`src/rtl/sparc_rf_pkg.sv`:
```
// sparc_rf_pkg
//   Shared constants and the logical-to-physical register mapping for the
//   windowed SPARC integer register file.
//   Contents:
//     NUM_GLOBALS, WINDOW_STRIDE  - physical layout constants
//     REG_ZERO/REG_OUT_FIRST/REG_IN_FIRST - logical register range bounds
//     rot_kind_e                  - window rotation request classification
//     phys_index()                - logical reg + window -> physical index
package sparc_rf_pkg;

    localparam int unsigned NUM_GLOBALS   = 8;
    localparam int unsigned WINDOW_STRIDE = 16;

    localparam logic [4:0] REG_ZERO      = 5'd0;
    localparam logic [4:0] REG_OUT_FIRST = 5'd8;
    localparam logic [4:0] REG_IN_FIRST  = 5'd24;

    typedef enum logic [1:0] {
        ROT_NONE,
        ROT_SAVE,
        ROT_RESTORE,
        ROT_LOAD
    } rot_kind_e;

    // Outs and locals (r8-r23) sit in the window's own 16-entry slice; ins
    // (r24-r31) alias the outs of the next-higher window, modulo nwindows.
    function automatic int unsigned phys_index(input logic [4:0]  logical,
                                               input int unsigned window,
                                               input int unsigned nwindows);
        if (logical < REG_OUT_FIRST)
            return 32'(logical);
        else if (logical < REG_IN_FIRST)
            return NUM_GLOBALS + WINDOW_STRIDE * window
                   + 32'(logical - REG_OUT_FIRST);
        else
            return NUM_GLOBALS + WINDOW_STRIDE * ((window + 1) % nwindows)
                   + 32'(logical - REG_IN_FIRST);
    endfunction

endpackage

```
`src/rtl/rf_window_map.sv`:
```
// rf_window_map
//   Purely combinational translation of a logical register number within a
//   given window to a physical register-array index.
//   Ports:
//     logical_reg  in   5    logical register r0..r31
//     window       in   CW   window number (0..NWINDOWS-1)
//     phys_idx     out  PW   physical index into the register array
module rf_window_map
    import sparc_rf_pkg::*;
#(
    parameter int unsigned NWINDOWS = 4,
    localparam int unsigned CW      = $clog2(NWINDOWS),
    localparam int unsigned PW      = $clog2(NUM_GLOBALS + WINDOW_STRIDE * NWINDOWS)
) (
    input  logic [4:0]    logical_reg,
    input  logic [CW-1:0] window,
    output logic [PW-1:0] phys_idx
);

    assign phys_idx = PW'(phys_index(logical_reg, 32'(window), NWINDOWS));

endmodule

```
`src/rtl/windowed_register_file.sv`:
```
// windowed_register_file
//   Windowed SPARC integer register file: one write port, two combinational
//   read ports, current window pointer (CWP) and window invalid mask (WIM).
//   SAVE/RESTORE rotate the window; rotating into a window marked invalid in
//   WIM raises a one-cycle Window_Overflow / Window_Underflow pulse instead.
//   Ports:
//     Clk, Reset_n                 clock, async active-low reset
//     Register_Dest_Sel, RF_Write_En, RF_Write_Data   write port
//     RS1_Sel/RS1_Data, RS2_Sel/RS2_Data              combinational reads
//     Save, Restore                window rotate requests
//     CWP_Load/CWP_In, WIM_Load/WIM_In                direct CWP/WIM writes
//     CWP, WIM                     current window state
//     Window_Overflow, Window_Underflow               registered trap pulses
//   Configuration:
//     RF_WRITE_BYPASS_EN - when defined, a read of the register being written
//     this cycle returns RF_Write_Data (only when the window is not rotating).
module windowed_register_file
    import sparc_rf_pkg::*;
#(
    parameter int unsigned NWINDOWS = 4,
    parameter int unsigned WIDTH    = 32,
    localparam int unsigned CW      = $clog2(NWINDOWS),
    localparam int unsigned NPHYS   = NUM_GLOBALS + WINDOW_STRIDE * NWINDOWS,
    localparam int unsigned PW      = $clog2(NPHYS)
) (
    input  logic                Clk,
    input  logic                Reset_n,
    input  logic [4:0]          Register_Dest_Sel,
    input  logic                RF_Write_En,
    input  logic [WIDTH-1:0]    RF_Write_Data,
    input  logic [4:0]          RS1_Sel,
    input  logic [4:0]          RS2_Sel,
    output logic [WIDTH-1:0]    RS1_Data,
    output logic [WIDTH-1:0]    RS2_Data,
    input  logic                Save,
    input  logic                Restore,
    input  logic                CWP_Load,
    input  logic [CW-1:0]       CWP_In,
    input  logic                WIM_Load,
    input  logic [NWINDOWS-1:0] WIM_In,
    output logic [CW-1:0]       CWP,
    output logic [NWINDOWS-1:0] WIM,
    output logic                Window_Overflow,
    output logic                Window_Underflow
);

    logic [WIDTH-1:0] regs [NPHYS];

    rot_kind_e     rot;
    logic [CW-1:0] save_target;
    logic [CW-1:0] restore_target;
    logic [CW-1:0] load_val;
    logic [CW-1:0] next_cwp;
    logic          save_trap;
    logic          restore_trap;
    logic          wr_en_eff;

    logic [PW-1:0] wr_idx;
    logic [PW-1:0] rs1_idx;
    logic [PW-1:0] rs2_idx;

    // Classify the rotation request; CWP_Load wins, Save+Restore cancel.
    always_comb begin
        rot = ROT_NONE;
        if (CWP_Load)
            rot = ROT_LOAD;
        else if (Save && !Restore)
            rot = ROT_SAVE;
        else if (Restore && !Save)
            rot = ROT_RESTORE;
    end

    always_comb begin
        save_target    = (CWP == '0) ? CW'(NWINDOWS - 1) : CWP - CW'(1);
        restore_target = (CWP == CW'(NWINDOWS - 1)) ? '0 : CWP + CW'(1);
        // Keeps a non-power-of-two window count from selecting a window
        // that does not exist.
        load_val       = CW'(32'(CWP_In) % NWINDOWS);
    end

    // The write always targets the window that will be current next cycle,
    // so a SAVE/RESTORE instruction's rd lands in the new window.
    always_comb begin
        next_cwp     = CWP;
        save_trap    = 1'b0;
        restore_trap = 1'b0;
        unique case (rot)
            ROT_LOAD: next_cwp = load_val;
            ROT_SAVE: begin
                if (WIM[save_target])
                    save_trap = 1'b1;
                else
                    next_cwp = save_target;
            end
            ROT_RESTORE: begin
                if (WIM[restore_target])
                    restore_trap = 1'b1;
                else
                    next_cwp = restore_target;
            end
            default: ;
        endcase
        wr_en_eff = RF_Write_En && (Register_Dest_Sel != REG_ZERO)
                    && !save_trap && !restore_trap;
    end

    rf_window_map #(.NWINDOWS(NWINDOWS)) u_map_wr (
        .logical_reg (Register_Dest_Sel),
        .window      (next_cwp),
        .phys_idx    (wr_idx)
    );

    rf_window_map #(.NWINDOWS(NWINDOWS)) u_map_rs1 (
        .logical_reg (RS1_Sel),
        .window      (CWP),
        .phys_idx    (rs1_idx)
    );

    rf_window_map #(.NWINDOWS(NWINDOWS)) u_map_rs2 (
        .logical_reg (RS2_Sel),
        .window      (CWP),
        .phys_idx    (rs2_idx)
    );

    always_ff @(posedge Clk or negedge Reset_n) begin
        if (!Reset_n) begin
            CWP              <= '0;
            WIM              <= '0;
            Window_Overflow  <= 1'b0;
            Window_Underflow <= 1'b0;
        end else begin
            CWP              <= next_cwp;
            if (WIM_Load)
                WIM <= WIM_In;
            Window_Overflow  <= save_trap;
            Window_Underflow <= restore_trap;
        end
    end

    always_ff @(posedge Clk or negedge Reset_n) begin
        if (!Reset_n) begin
            for (int unsigned i = 0; i < NPHYS; i++)
                regs[i] <= '0;
        end else if (wr_en_eff) begin
            regs[wr_idx] <= RF_Write_Data;
        end
    end

`ifdef RF_WRITE_BYPASS_EN
    // Bypass only when the write index was computed in the same window the
    // reads are mapped through.
    logic bypass_ok;
    assign bypass_ok = wr_en_eff && (next_cwp == CWP);
`endif

    always_comb begin
        RS1_Data = regs[rs1_idx];
        RS2_Data = regs[rs2_idx];
`ifdef RF_WRITE_BYPASS_EN
        if (bypass_ok && (rs1_idx == wr_idx))
            RS1_Data = RF_Write_Data;
        if (bypass_ok && (rs2_idx == wr_idx))
            RS2_Data = RF_Write_Data;
`endif
        if (RS1_Sel == REG_ZERO)
            RS1_Data = '0;
        if (RS2_Sel == REG_ZERO)
            RS2_Data = '0;
    end

endmodule

```
`config.mk`:
```
export PLATFORM = sky130hd
export DESIGN_NAME = windowed_register_file
export DESIGN_NICKNAME = d
export VERILOG_FILES = /design/src/rtl/sparc_rf_pkg.sv /design/src/rtl/rf_window_map.sv /design/src/rtl/windowed_register_file.sv
export SDC_FILE = /design/constraint.sdc
export NUM_CORES = 2
export LEC_CHECK = 0
export BUFFER_PORTS_ARGS = -buffer_cell sky130_fd_sc_hd__buf_2
export CORE_UTILIZATION = 40
export DETAILED_ROUTE_END_ITERATION = 8
export GPL_ROUTABILITY_DRIVEN = 0
export PLACE_DENSITY_LB_ADDON = 0.05
export SLEW_MARGIN = 20
export SYNTH_ARGS = -nofsm -noshare
export SYNTH_HDL_FRONTEND = slang
export SYNTH_SLANG_ARGS = --single-unit
```
`constraint.sdc`:
```
create_clock -name Clk -period 11.28 [get_ports Clk]
set_input_delay 1.128 -clock Clk [delete_from_list [all_inputs] [get_ports Clk]]
set_output_delay 1.128 -clock Clk [all_outputs]
set_load 0.02 [all_outputs]
```
==> summary by stage <==
STA
The part of the cycle the worst path needs is 69.6%. Counting I/O delays and the setup requirement, the final critical path takes 7.85 ns. Setup repair after global routing left no endpoint under its margin. For the pin with the worst max-slew slack, the measured transition is 1.28 ns.

The post-route clock skew is 0.0427 ns. The final count of pins violating max slew was 0. Derived from the worst setup path, the maximum achievable clock frequency is 127 MHz.

The number of hold violations in the final report is 0. The final setup violation count is 0. Headroom to the max-slew limit came out at 14.7%. For the final routed database, the setup TNS stands at 0 ns.

Critical path
The worst-case register-to-register setup slack is 3.84 ns. The arrival time of data at the critical path endpoint is 6.72 ns. The launch instance of the worst register-to-register path is CWP[0]$_DFF_PN0_. The end of the worst register-to-register path is regs[435]$_DFFE_PN0P_. The worst setup path is launched from a register. The type of element capturing the critical path is an output pin.

The critical path ends at RS1_Data[5]. The peak fanout along the critical path is 20. The worst path required time is 10.15 ns. The worst setup path is of the reg2out kind. Measured in cells, the most critical reg-to-reg path has a length of 15. The critical path starts at CWP[0]$_DFF_PN0_.

Global route
Global routing consumed, over all layers together, 30.3% of the routing resources. The number of antenna violations at the first check in global routing came to 33. The number of global-route vias before repair was 79.2k. The first global-routing pass estimated 663000 um of wire. The pin count of the biggest net entering global routing is 169. For this run the aggregate overflow at the end of global routing stands at 0.

Placement
The HPWL after detailed placement is 276000 um. The count of port buffers added during placement is 131.

Yosys
The largest total area in the synthesized netlist belongs to sky130_fd_sc_hd__dfrtp_1. The Yosys step of the flow raised 0 warnings. A synthesized cell averages 16.2 sq um. The most used standard cell by instance count after synthesis is sky130_fd_sc_hd__dfrtp_1. In the synthesized netlist the async set-or-reset flop fraction comes to 100%. The post-synth net total is 7724. In the synthesized netlist, the cells that appear most often are 2312 x sky130_fd_sc_hd__dfrtp_1, 2179 x sky130_fd_sc_hd__mux2_2, 1370 x sky130_fd_sc_hd__mux4_2. The number of instances in the synthesized netlist is 7645. The number of unique standard cell types used by synthesis is 73. The share of the Yosys chip area taken by registers is 46.6%.

Counting flops with a built-in enable in the synthesized netlist gives 0. Yosys attributes the largest share of cell area to sky130_fd_sc_hd__dfrtp_1 47%, sky130_fd_sc_hd__mux4_2 25%, sky130_fd_sc_hd__mux2_2 20%. After synthesis the netlist holds a flip-flop and latch count of 2312.

The cell area after synthesis is 124000 sq um. The top cell type's share of synthesized area is 46.6%. The top flip-flop cell by instance count after synthesis is sky130_fd_sc_hd__dfrtp_1.

Floorplanning
The area of the die is 313000 sq um. The floorplan step set the die height to 559 um. The starting density of the core is 40.2%.

The total core area is 309000 sq um. After floorplanning, the core was divided into 204 placement rows. The die is 559 um wide. Pin placement for this block handled 132 I/O pins.

Pwr
Dividing total power by cell area gives a power density of 194 nW/um^2. IR analysis of the VDD net gives a maximum drop of 0.000129 V. The cell leakage power is 61.7 nW. The total power draw is 26.9 mW.

CTS
The cell at the root of the clock tree is sky130_fd_sc_hd__clkbuf_16. The clock passes through at most 4 buffers. After clock tree synthesis, the clock-pin slew on the worst setup and hold paths is 0.06 ns. The number of buffers inserted by hold repair at cts is 0. The number of buffers inserted during clock tree synthesis is 281. Once the clock tree was built, the resizer swapped 0 gates to a different size. Counting every sink on the clock net gives 2312. In this run the post-CTS setup repair buffer count came out at 0. TritonCTS built the clock tree.

The clock network latency to the later pin of the worst-skew pair is 0.91 ns. The clock tree synthesis step divided the H-tree into 5 levels.

Cells and area
After filler insertion, the fill cell instance count of the layout stands at 27.1k. The layout cell share with drive strength beyond 1 is 58.2%. Relative to the synthesized area, the layout overhead comes to 11.6%. At the end of the flow, the number of nets in the layout was 7523.

Detailed routing
For this run, design rule violations remaining after detail routing come to 14. The DRC violation total after the first TritonRoute iteration is 6381. Using the TritonRoute via totals, the vias-per-cell ratio works out to 6.41. Dividing the detail-routed wire length by the instance count gives 40.1 um.

The first-pass iteration count of the detailed router is 8. The sum of routed wire length over all layers is 473000 um. Once detail routing completed, the nets flagged for antenna violations numbered 0. The via count is 75.6k.

Outcome
The checks that failed: DRC. The flow ran to the end, but the final reports show violations.

Flow run
The number of max-cap violations is 0.

Hold path
The worst hold path belongs to the class in2async.
==> logic make-up after synthesis <==
logic type      Yosys count  synth area share [%]
fa+ha+maj                19                 0.191
buf+inv                 877                  2.97
mux                    3912                  47.7
flops                  2312                  46.6
compound gates          187                  1.14
simple gates            332                  1.38
xor+xnor                  6                0.0423
==> worst min-delay path by stage <==
stage	slack, ns	end	cells after the start
detailed placement	0.49	regs[438]$_DFFE_PN0P_	1
floorplan	0.47	regs[417]$_DFFE_PN0P_	1
global route	0.22	regs[836]$_DFFE_PN0P_	1
global placement	0.48	regs[446]$_DFFE_PN0P_	1
CTS	0.18	regs[836]$_DFFE_PN0P_	1
finish	0.20	regs[836]$_DFFE_PN0P_	1
==> metal layers <==
| layer | global-route usage, % | routed length [um] |
|---|---|---|
| met4 | 12.5 | 21900 |
| met2 | 49.9 | 231000 |
| met1 | 39.9 | 195000 |
| met5 | 0 | 81 |
| met3 | 5.09 | 25800 |
==> flip-flops by register name, indices dropped and copies added, names as in the netlist <==
signal,flops
Window_Underflow,1
WIM,4
Window_Overflow,1
CWP,2
regs,2304
==> worst max-delay path: stages (launching register included) <==
cell and delay (ns):
sky130_fd_sc_hd__dfrtp_1 0.71, sky130_fd_sc_hd__inv_1 0.37, sky130_fd_sc_hd__ha_1 0.69, sky130_fd_sc_hd__ha_1 0.37, sky130_fd_sc_hd__o311ai_0 0.74, sky130_fd_sc_hd__a211oi_4 0.11, sky130_fd_sc_hd__buf_4 0.37, sky130_fd_sc_hd__or4_4 0.83
sky130_fd_sc_hd__buf_4 0.41, sky130_fd_sc_hd__o22ai_1 0.23, sky130_fd_sc_hd__nand2b_1 0.54, sky130_fd_sc_hd__buf_2 0.28
==> report_power, final <==
group          leakage, nW  switching, mW  internal, mW
logic                 26.0           2.80          3.51
clock network         4.56           3.81          5.47
registers             31.1           1.28          10.1
total                 61.7           7.89          19.1
==> cell usage in the layout (no fill, tap or decap), types with 13 or more instances in the layout <==
master                      count
sky130_fd_sc_hd__nand3_4       16
sky130_fd_sc_hd__nor3_4        14
sky130_fd_sc_hd__buf_12        29
sky130_fd_sc_hd__clkinv_2      41
sky130_fd_sc_hd__o22ai_1       35
sky130_fd_sc_hd__buf_2        114
sky130_fd_sc_hd__inv_1         13
sky130_fd_sc_hd__a211oi_1      13
sky130_fd_sc_hd__clkbuf_8      59
sky130_fd_sc_hd__o21ai_0       19
sky130_fd_sc_hd__buf_4        225
sky130_fd_sc_hd__diode_2       13
sky130_fd_sc_hd__o221ai_1      22
sky130_fd_sc_hd__nand2b_1      18
sky130_fd_sc_hd__mux4_2      1370
sky130_fd_sc_hd__mux2_1       166
sky130_fd_sc_hd__ha_1          19
sky130_fd_sc_hd__nor2_1        34
sky130_fd_sc_hd__and3_1        14
sky130_fd_sc_hd__bufinv_16     17
sky130_fd_sc_hd__dfrtp_1     2312
sky130_fd_sc_hd__clkbuf_1      72
sky130_fd_sc_hd__nor2_4        26
sky130_fd_sc_hd__nand2_1      128
sky130_fd_sc_hd__clkbuf_16    287
sky130_fd_sc_hd__mux2i_1      193
sky130_fd_sc_hd__mux2_2      2179
sky130_fd_sc_hd__a21o_1        18
==> per-stage QoR <==
step	std cells	setup slack, ns	util [%]	hold slack (ns)	instance area [sq um]
after global placement	11300	3.55	41.8	0.481	129000
final	11800	3.43	44.9	0.196	139000
after global routing	11800	3.39	44.9	0.216	139000
after floorplan	7645	4.23	-	0.470	124000
after CTS	11800	3.43	44.8	0.179	138000
after detailed placement	11300	3.89	41.9	0.489	129000
==> layout make-up <==
type,instances,area (sq um),share of cell area [%]
Sequential cell,2312,57900,41.8
Multi-Input combinational cell,4456,63200,45.6
Inverter,16,75.1,0.0542
Clock inverter,79,965,0.696
Tap cell,4120,5150,3.72
Antenna cell,13,32.5,0.0235
Timing Repair Buffer,377,2980,2.15
Clock buffer,418,8260,5.96
Power figures use the tool's default switching activity.
